**src/rtl/module_arbitro_corrector_pkg.sv**
```systemverilog
// Shared types and constants for the Hamming(7,4) arbiter/corrector slice.
package pkg_hamming;

  localparam int unsigned N_REQ  = 2;
  localparam int unsigned HAM_W  = 7;
  localparam int unsigned DATA_W = 4;
  localparam int unsigned SYN_W  = 3;

  typedef enum logic [1:0] {
    IDLE  = 2'd0,
    CHECK = 2'd1,
    SEND  = 2'd2
  } state_t;

  // Registered result presented to the consumer
  typedef struct packed {
    logic [DATA_W-1:0] data;
    logic [SYN_W-1:0]  sindrome;
    logic              error;
    logic              src;
  } result_t;

  // Payload bits {i3,i2,i1,i0} of a word laid out as [i3,i2,i1,c2,i0,c1,c0]
  function automatic logic [DATA_W-1:0] payload(input logic [HAM_W-1:0] w);
    return {w[6], w[5], w[4], w[2]};
  endfunction

endpackage

```
**src/rtl/module_arbitro_corrector_if.sv**
```systemverilog
// Requester and consumer handshake bundle for module_arbitro_corrector.
interface module_arbitro_corrector_if #(
  parameter int unsigned CNT_W = 8
);
  import pkg_hamming::*;

  logic [N_REQ-1:0]       req_valid_i;
  logic [N_REQ*HAM_W-1:0] req_data_i;
  logic [N_REQ-1:0]       req_ready_o;
  logic                   out_valid_o;
  logic                   out_ready_i;
  logic [DATA_W-1:0]      out_data_o;
  logic [SYN_W-1:0]       out_sindrome_o;
  logic                   out_error_o;
  logic                   out_src_o;
  logic [CNT_W-1:0]       err_count_o;

  // Sources and consumer side
  modport master (
    output req_valid_i, req_data_i, out_ready_i,
    input  req_ready_o, out_valid_o, out_data_o, out_sindrome_o,
           out_error_o, out_src_o, err_count_o
  );

  // Arbiter/corrector side
  modport slave (
    input  req_valid_i, req_data_i, out_ready_i,
    output req_ready_o, out_valid_o, out_data_o, out_sindrome_o,
           out_error_o, out_src_o, err_count_o
  );
endinterface

```
**src/rtl/module_arbitro_corrector_detector.sv**
```systemverilog
// Hamming(7,4) syndrome detector; syndrome value is the 1-based position of the bad bit.
module module_detector_error
  import pkg_hamming::*;
(
  input  logic [HAM_W-1:0] word,
  output logic [SYN_W-1:0] sindrome_c,
  output logic             error_c
);

  assign sindrome_c[0] = word[0] ^ word[2] ^ word[4] ^ word[6];
  assign sindrome_c[1] = word[1] ^ word[2] ^ word[5] ^ word[6];
  assign sindrome_c[2] = word[3] ^ word[4] ^ word[5] ^ word[6];
  assign error_c       = |sindrome_c;

endmodule

```
**src/rtl/module_arbitro_corrector.sv**
```systemverilog
// Two-requester round-robin front end sharing one Hamming(7,4) SEC detector.
module module_arbitro_corrector
  import pkg_hamming::*;
#(
  parameter int unsigned CNT_W = 8
) (
  input  logic                       clk,
  input  logic                       rst_n,
  module_arbitro_corrector_if.slave  bus
);

  state_t            state_q, state_d;
  logic              rr_q;        // requester favoured next when both are valid
  logic              grant_any;
  logic              grant_idx;
  logic [HAM_W-1:0]  word_sel;
  logic [HAM_W-1:0]  word_q;
  logic              src_q;
  logic [SYN_W-1:0]  syn;
  logic              syn_err;
  logic [HAM_W-1:0]  fix_mask;
  logic [HAM_W-1:0]  word_fix;
  result_t           res_q;
  logic [CNT_W-1:0]  cnt_q;
  logic              ld_word;
  logic              ld_res;
  logic              cnt_inc;

  // Grant selection: alternate under contention, otherwise take the lone valid requester
  always_comb begin
    grant_any = |bus.req_valid_i;
    grant_idx = bus.req_valid_i[1];
    if (&bus.req_valid_i) begin
      grant_idx = rr_q;
    end
    word_sel = grant_idx ? bus.req_data_i[2*HAM_W-1:HAM_W] : bus.req_data_i[HAM_W-1:0];
  end

  assign bus.req_ready_o = (state_q == IDLE && grant_any) ? (N_REQ'(1) << grant_idx) : '0;

  module_detector_error u_detector (
    .word       (word_q),
    .sindrome_c (syn),
    .error_c    (syn_err)
  );

  // Single-bit correction: syndrome s flips word bit s-1
  always_comb begin
    fix_mask = '0;
    if (syn != '0) begin
      fix_mask = HAM_W'(1) << (syn - SYN_W'(1));
    end
    word_fix = word_q ^ fix_mask;
  end

  // Next state and datapath load enables
  always_comb begin
    state_d = state_q;
    ld_word = 1'b0;
    ld_res  = 1'b0;
    cnt_inc = 1'b0;
    unique case (state_q)
      IDLE: begin
        if (grant_any) begin
          ld_word = 1'b1;
          state_d = CHECK;
        end
      end
      CHECK: begin
        ld_res  = 1'b1;
        state_d = SEND;
      end
      SEND: begin
        if (bus.out_ready_i) begin
          cnt_inc = res_q.error && (cnt_q != '1);
          state_d = IDLE;
        end
      end
      default: state_d = IDLE;
    endcase
  end

  // State register
  always_ff @(posedge clk or negedge rst_n) begin
    if (!rst_n) begin
      state_q <= IDLE;
    end else begin
      state_q <= state_d;
    end
  end

  // Word capture, result register and saturating error counter
  always_ff @(posedge clk or negedge rst_n) begin
    if (!rst_n) begin
      rr_q   <= 1'b0;
      word_q <= '0;
      src_q  <= 1'b0;
      res_q  <= '0;
      cnt_q  <= '0;
    end else begin
      if (ld_word) begin
        word_q <= word_sel;
        src_q  <= grant_idx;
        rr_q   <= ~grant_idx;
      end
      if (ld_res) begin
        res_q.data     <= payload(word_fix);
        res_q.sindrome <= syn;
        res_q.error    <= syn_err;
        res_q.src      <= src_q;
      end
      if (cnt_inc) begin
        cnt_q <= cnt_q + CNT_W'(1);
      end
    end
  end

  assign bus.out_valid_o    = (state_q == SEND);
  assign bus.out_data_o     = res_q.data;
  assign bus.out_sindrome_o = res_q.sindrome;
  assign bus.out_error_o    = res_q.error;
  assign bus.out_src_o      = res_q.src;
  assign bus.err_count_o    = cnt_q;

endmodule
```
**src/flat_wrapper.sv**
```systemverilog
// flat-port wrapper written by rule: the top's interface ports become plain ports
module module_arbitro_corrector_flat import pkg_hamming::*;
#(
  parameter int unsigned CNT_W = 8
)
  (clk, rst_n, bus_req_valid_i, bus_req_data_i, bus_out_ready_i, bus_req_ready_o, bus_out_valid_o, bus_out_data_o, bus_out_sindrome_o, bus_out_error_o, bus_out_src_o, bus_err_count_o);
  module_arbitro_corrector_if #(.CNT_W(CNT_W)) bus_i ();
  input  logic clk;
  input  logic rst_n;
  input wire logic [$bits(bus_i.req_valid_i)-1:0] bus_req_valid_i;
  input wire logic [$bits(bus_i.req_data_i)-1:0] bus_req_data_i;
  input wire logic [$bits(bus_i.out_ready_i)-1:0] bus_out_ready_i;
  output wire logic [$bits(bus_i.req_ready_o)-1:0] bus_req_ready_o;
  output wire logic [$bits(bus_i.out_valid_o)-1:0] bus_out_valid_o;
  output wire logic [$bits(bus_i.out_data_o)-1:0] bus_out_data_o;
  output wire logic [$bits(bus_i.out_sindrome_o)-1:0] bus_out_sindrome_o;
  output wire logic [$bits(bus_i.out_error_o)-1:0] bus_out_error_o;
  output wire logic [$bits(bus_i.out_src_o)-1:0] bus_out_src_o;
  output wire logic [$bits(bus_i.err_count_o)-1:0] bus_err_count_o;
  assign bus_i.req_valid_i = bus_req_valid_i;
  assign bus_i.req_data_i = bus_req_data_i;
  assign bus_i.out_ready_i = bus_out_ready_i;
  assign bus_req_ready_o = bus_i.req_ready_o;
  assign bus_out_valid_o = bus_i.out_valid_o;
  assign bus_out_data_o = bus_i.out_data_o;
  assign bus_out_sindrome_o = bus_i.out_sindrome_o;
  assign bus_out_error_o = bus_i.out_error_o;
  assign bus_out_src_o = bus_i.out_src_o;
  assign bus_err_count_o = bus_i.err_count_o;
  module_arbitro_corrector #(.CNT_W(CNT_W)) u_core (.clk(clk), .rst_n(rst_n), .bus(bus_i));
endmodule
```
**config.mk**
```make
export PLATFORM = sky130hd
export DESIGN_NAME = module_arbitro_corrector_flat
export DESIGN_NICKNAME = d
export VERILOG_FILES = /design/src/rtl/module_arbitro_corrector_pkg.sv /design/src/rtl/module_arbitro_corrector_if.sv /design/src/rtl/module_arbitro_corrector_detector.sv /design/src/rtl/module_arbitro_corrector.sv /design/src/flat_wrapper.sv
export SDC_FILE = /design/constraint.sdc
export NUM_CORES = 1
export LEC_CHECK = 0
export CAP_MARGIN = 10
export CORE_ASPECT_RATIO = 0.75
export CORE_UTILIZATION = 42
export DETAILED_ROUTE_END_ITERATION = 6
export GPL_TIMING_DRIVEN = 0
export HOLD_SLACK_MARGIN = 0.03
export PLACE_DENSITY = 0.87
export SYNTH_ARGS = -nofsm -noshare
export SYNTH_HDL_FRONTEND = slang
export SYNTH_SLANG_ARGS = --single-unit
```
**constraint.sdc**
```tcl
create_clock -name clk -period 2.1 [get_ports clk]
set_input_delay 0.63 -clock clk [delete_from_list [all_inputs] [get_ports clk]]
set_output_delay 0.63 -clock clk [all_outputs]
set_load 0.05 [all_outputs]
```
Word-level counts from Yosys, hierarchy flattened

Cells that the tools add are included.

Shift operators: 2
Add/sub/neg operators: 2
Bitwise operators: 11
Eq/ne operators: 5
Reduce and logical (&&, ||, !) cells: 8
Multiplexer cells: 12

Operators by type and width:

| operator              | count |
|---|---|
| $mux W7               | 2 |
| $xor A1 B1 Y1         | 9 |
| $add A8 B1 Y8 const B | 1 |
| $ne A8 B8 Y1 const B  | 1 |
| $shl A1 B3 Y7 const A | 1 |
| $xor A7 B7 Y7         | 1 |
| $mux W1               | 6 |
| $mux W2               | 3 |
| $pmux W2 S3           | 1 |
| $reduce_and A2 Y1     | 2 |
| $reduce_bool A3 Y1    | 1 |
| $reduce_or A3 Y1      | 1 |
| $sub A3 B1 Y3 const B | 1 |
| $eq A2 B1 Y1 const B  | 1 |
| $eq A2 B2 Y1 const B  | 1 |
| $logic_and A1 B1 Y1   | 2 |
| $logic_not A2 Y1      | 1 |
| $ne A2 B1 Y1 const B  | 1 |
| $ne A2 B2 Y1 const B  | 1 |
| $reduce_or A2 Y1      | 1 |
| $shl A1 B1 Y2 const A | 1 |
| $not A1 Y1            | 1 |

Logic and storage cells: 49
Output and inout port bits: 20
Input port bits: 19
Register bits: 28

Logic depth before layout (Yosys ltp)

Word-level depth: 7
Mapped depth: 7
Mapped depth without buffers: 7

Hierarchy

A second synthesis with hierarchy kept.

Cells, all modules: 118
Area total of the unflattened synthesis: 1,412.6 um2

By module, submodules not included:

| module                   | sequential area each (um2) | cells an instance | area each (um2) | times used |
|---|---|---|---|---|
| module_arbitro_corrector | 700.7                      | 109               | 1,328.8         | 1 |
| module_detector_error    | 0.0                        | 9                 | 83.8            | 1 |

Worst setup path before layout

Ideal clock, no wire load.

Kind: in2out
Start: input bus_req_valid_i[0]
End: output bus_req_ready_o[1]
Setup slack: -0.725 ns
Arrival: 2.195 ns
Stages: 3
Cell sequence: inv_1 o21ai_0 nor3_1

Longest elaborated chain between the ends: 4

Ends and longest elaborated chain:

| item              | line                           | text |
|---|---|---|
| start, declared   | flat_wrapper.sv:10             | `input wire logic [$bits(bus_i.req_valid_i)-1:0] bus_req_valid_i;` |
| $reduce_and A2 Y1 | module_arbitro_corrector.sv:33 | `if (&bus.req_valid_i) begin` |
| $mux W1           | module_arbitro_corrector.sv:33 |  |
| $shl A1 B1 Y2     | module_arbitro_corrector.sv:39 | `assign bus.req_ready_o = (state_q == IDLE && grant_any) ? (N_REQ'(1) << grant_idx) : '0;` |
| $mux W2 *         | module_arbitro_corrector.sv:39 |  |
| end, declared     | flat_wrapper.sv:13             | `output wire logic [$bits(bus_i.req_ready_o)-1:0] bus_req_ready_o;` |

Every way passes the cells marked *; elsewhere a longest branch is shown, timed or not.

Worst setup path after layout

Start: register u_core.word_q[6]
End: register u_core.res_q (netlist bit u_core.bus.out_data_o[1])

Longest elaborated chain between the ends: 5

Ends and longest elaborated chain:

| item                                    | line                                                                                                                      | text |
|---|---|---|
| start, declared                         | module_arbitro_corrector.sv:17                                                                                            | `logic [HAM_W-1:0] word_q;` |
| start signal, assigned                  | module_arbitro_corrector.sv:102                                                                                           | `word_q <= word_sel;` |
| $xor A1 B1 Y1, on equally long branches | module_arbitro_corrector_detector.sv:10, module_arbitro_corrector_detector.sv:11, module_arbitro_corrector_detector.sv:12 |  |
| $sub A3 B1 Y3                           | module_arbitro_corrector.sv:51                                                                                            | `fix_mask = HAM_W'(1) << (syn - SYN_W'(1));` |
| $shl A1 B3 Y7                           | module_arbitro_corrector.sv:51                                                                                            |  |
| $mux W7 *                               | module_arbitro_corrector.sv:50                                                                                            | `if (syn != '0) begin` |
| $xor A7 B7 Y7 *                         | module_arbitro_corrector.sv:53                                                                                            | `word_fix = word_q ^ fix_mask;` |
| end, declared                           | module_arbitro_corrector.sv:23                                                                                            | `result_t res_q;` |

Marks and branches as above.
A chain may end at the register's enable or synchronous reset.

==> impl_metrics.py <==
metrics = {
    "timing": {
        "max-slew-margin-rel_pct": 60.3,
        "period_needed_ns": 2.23,
        "slew_violations": 0,
        "setup_tns_ns": -0.383,
        "fmax_mhz": 449,
        "clock_skew_ns": 0.00869,
        "fin_crit_sh_pct": 106,
        "tightest_slew_ns": 0.591,
        "rsz0062_at_grt": "true",
        "worst_slack_ns": -0.126,
        "finalHoldViolations": 0,
        "setup_viol": 5,
    },
    "route": {
        "viasPerCell": 5.27,
        "drc": 0,
        "drtAntennaViolNets": 0,
        "dr.pass1.iters": 4,
        "drtIter0Drc": 53,
        "wl_per_cell_um": 14.5,
        "via_count": 1106,
        "wirelength_um": 3050,
    },
    "clock_tree": {
        "h-tree-depth": 1,
        "clk_pin_slew_ns": 0.10,
        "tritoncts": "built",
        "cts_hold_buffers": 0,
        "root_buffer": "clkbuf_8",
        "cts_made_buffers": 3,
        "clock_path_buffers": 2,
        "clk_latency_ns": 0.28,
        "cts.sinks": 28,
    },
    "yosys": {
        "synth_seq_cells": 28,
        "yosys_warnings": 0,
        "syn_nets": 141,
        "syn_area_per_cell_um2": 11.2,
        "ys_seq_area_share_pct": 52.2,
        "netlist_instances": 120,
        "synthesis.area_mm2": 0.00134,
        "ys_types": 30,
    },
    "min_path": {
        "hold_class": "input port to asynchronous set/reset pin",
    },
    "setup_path": {
        "cp_slowest_stage_delay_ns": 0.49,
        "crit_buf_inv": 0,
        "worstSetupEndpointType": "flop",
        "cp_max_fo": 6,
        "arrival_ns": 2.42,
        "crit_start": "u_core.word_q[6]",
        "crit_path_top_delay_cell": "dfrtp_2",
        "cp_data_required_time_ns": 2.30,
        "r2r-start": "u_core.word_q[6]",
        "path_class": "flop to flop",
        "crit_family": "simple AND/OR/NAND/NOR gates",
        "critPathLaunchType": "flop",
        "cp_cell_sequence": "xnor2_4 -> xor2_2 -> nor2_1 -> ha_1 -> or2_4 -> or4_1 -> a31oi_1",
    },
    "global_route": {
        "grt_util_all_layers_pct": 19.9,
        "antenna_found_initial": 0,
        "grt_max_degree": 29,
        "grt_pass1_vias": 1085,
        "globalRouteOverflowTotal": 0,
        "grt_pass1_wl_um": 4990,
    },
    "finish": {
        "diodes": 0,
        "fin_nets": 194,
        "area_growth_pct": 48.9,
        "final_common_cell": "dfrtp_1",
        "final_cells": 210,
        "most-common-layout-cells": "25 x dfrtp_1, 16 x clkdlybuf4s50_1, 10 x buf_4",
        "drive_above_1_share_pct": 23.3,
    },
    "placement": {
        "numPortBuffers": 38,
        "dp.cells": 196,
        "hpwlAfterDp_um": 2190,
        "globalplace.congestion": 0.761,
    },
    "floorplan": {
        "core_area_mm2": 0.00300,
        "start_util_pct": 44.8,
        "die_x_um": 67.3,
        "fp.dieH_um": 51.0,
        "die_area_mm2": 0.00343,
        "io_pins": 39,
        "rows": 17,
    },
    "flow_run": {
        "cap_viol_max_count": 0,
    },
    "run_status": {
        "status": "complete, but fails checks",
        "violations": "negative setup slack",
    },
}
-- what timing repair did --
action | in CTS | in global routing
setup endpoints to repair | 22 | 14
pin swaps | 8 | 7
setup buffers | 6 | 4
resized for setup | 40 | 14
gates cloned | 0 | 0
-- cells by family after synthesis --
group | share of synthesized area, %
compound gates | 14.2
fa+ha+maj | 1.86
simple gates | 16.5
flops | 52.2
xor+xnor | 12.2
mux | 0.839
buf+inv | 2.24
-- area by class of cell --
type                            count  area (um2)
Inverter                            3        11.3
Fill cell                         228        1000
Buffer                              3        30.0
Sequential cell                    28         704
Timing Repair Buffer               48         448
Tap cell                           38        47.5
Clock buffer                        4        55.1
Multi-Input combinational cell     86         703
-- Yosys cell counts --
library cell | n | share of area, %
or2_2 | 1 | 0.47
a311oi_1 | 1 | 0.65
and2_1 | 7 | 3.3
dfrtp_1 | 28 | 52
xnor2_1 | 10 | 6.5
and2b_2 | 1 | 0.65
a21o_1 | 2 | 1.1
o31ai_1 | 4 | 2.2
and2_2 | 1 | 0.56
nand3_1 | 3 | 1.1
xor2_2 | 1 | 1.2
or4_1 | 4 | 2.2
clkbuf_1 | 2 | 0.56
and3_1 | 2 | 0.93
nand2_1 | 9 | 2.5
xor2_1 | 5 | 3.3
o21ai_0 | 6 | 2.2
nor2_1 | 6 | 1.7
buf_6 | 1 | 0.84
ha_1 | 2 | 1.9
mux2_2 | 1 | 0.84
a31oi_1 | 5 | 2.3
o21ai_1 | 1 | 0.37
nand4b_1 | 1 | 0.65
nand2b_1 | 3 | 1.4
xnor2_2 | 1 | 1.2
and4_1 | 1 | 0.65
a221o_1 | 7 | 5.2
inv_1 | 3 | 0.84
nor3_1 | 1 | 0.37
-- routing by layer --
| metal | vias up | global-route usage (%) | share of wire, % |
|---|---|---|---|
| met4 | 0 | 4.61 | 0.69 |
| met2 | 34 | 31.5 | 48 |
| li1 | 534 | - | - |
| met5 | - | 0 | 0 |
| met1 | 533 | 26.4 | 46 |
| met3 | 5 | 6.25 | 4.8 |
-- state kept, by name (all words and copies together), names as in the netlist --
| signal | count |
|---|---|
| u_core.bus.out_src_o | 1 |
| u_core.bus.out_sindrome_o | 3 |
| u_core.rr_q | 1 |
| u_core.src_q | 1 |
| u_core.word_q | 7 |
| u_core.bus.out_data_o | 4 |
| u_core.state_q | 2 |
| u_core.bus.err_count_o | 8 |
| u_core.bus.out_error_o | 1 |
-- worst register-to-register path, cell delays in order, from the launching register on --
cell,delay [ns]
dfrtp_2,0.49
xnor2_4,0.23
xor2_2,0.19
nor2_1,0.08
ha_1,0.31
or2_4,0.26
or4_1,0.42
a31oi_1,0.17
-- stage by stage --
step	area, um2	utilization, %	hold WS (ns)	worst slack (ns)
finish	2000	66.7	0.346	-0.126
global route	2000	66.7	0.402	-0.206
CTS	1970	65.5	0.484	-0.0547
detailed placement	1810	60.3	0.465	-1.23
global placement	1810	60.3	0.456	-1.11
floorplan	1380	-	0.334	-0.139
-- worst paths after layout --
path,to,slack [ns],cells after the start
max in group asynchronous,u_core.word_q[6],1.32,1
max reg2reg,u_core.bus.out_data_o[1],-0.13,7
max,u_core.bus.out_data_o[1],-0.13,7
min in group clk,u_core.bus.out_src_o,0.49,2
min reg2reg,u_core.bus.out_src_o,0.49,2
min,u_core.bus.err_count_o[4],0.35,1
Power is left out: the tool's default activity adds up to more than one toggle a clock period on the data nets, which glitch-free logic cannot reach.
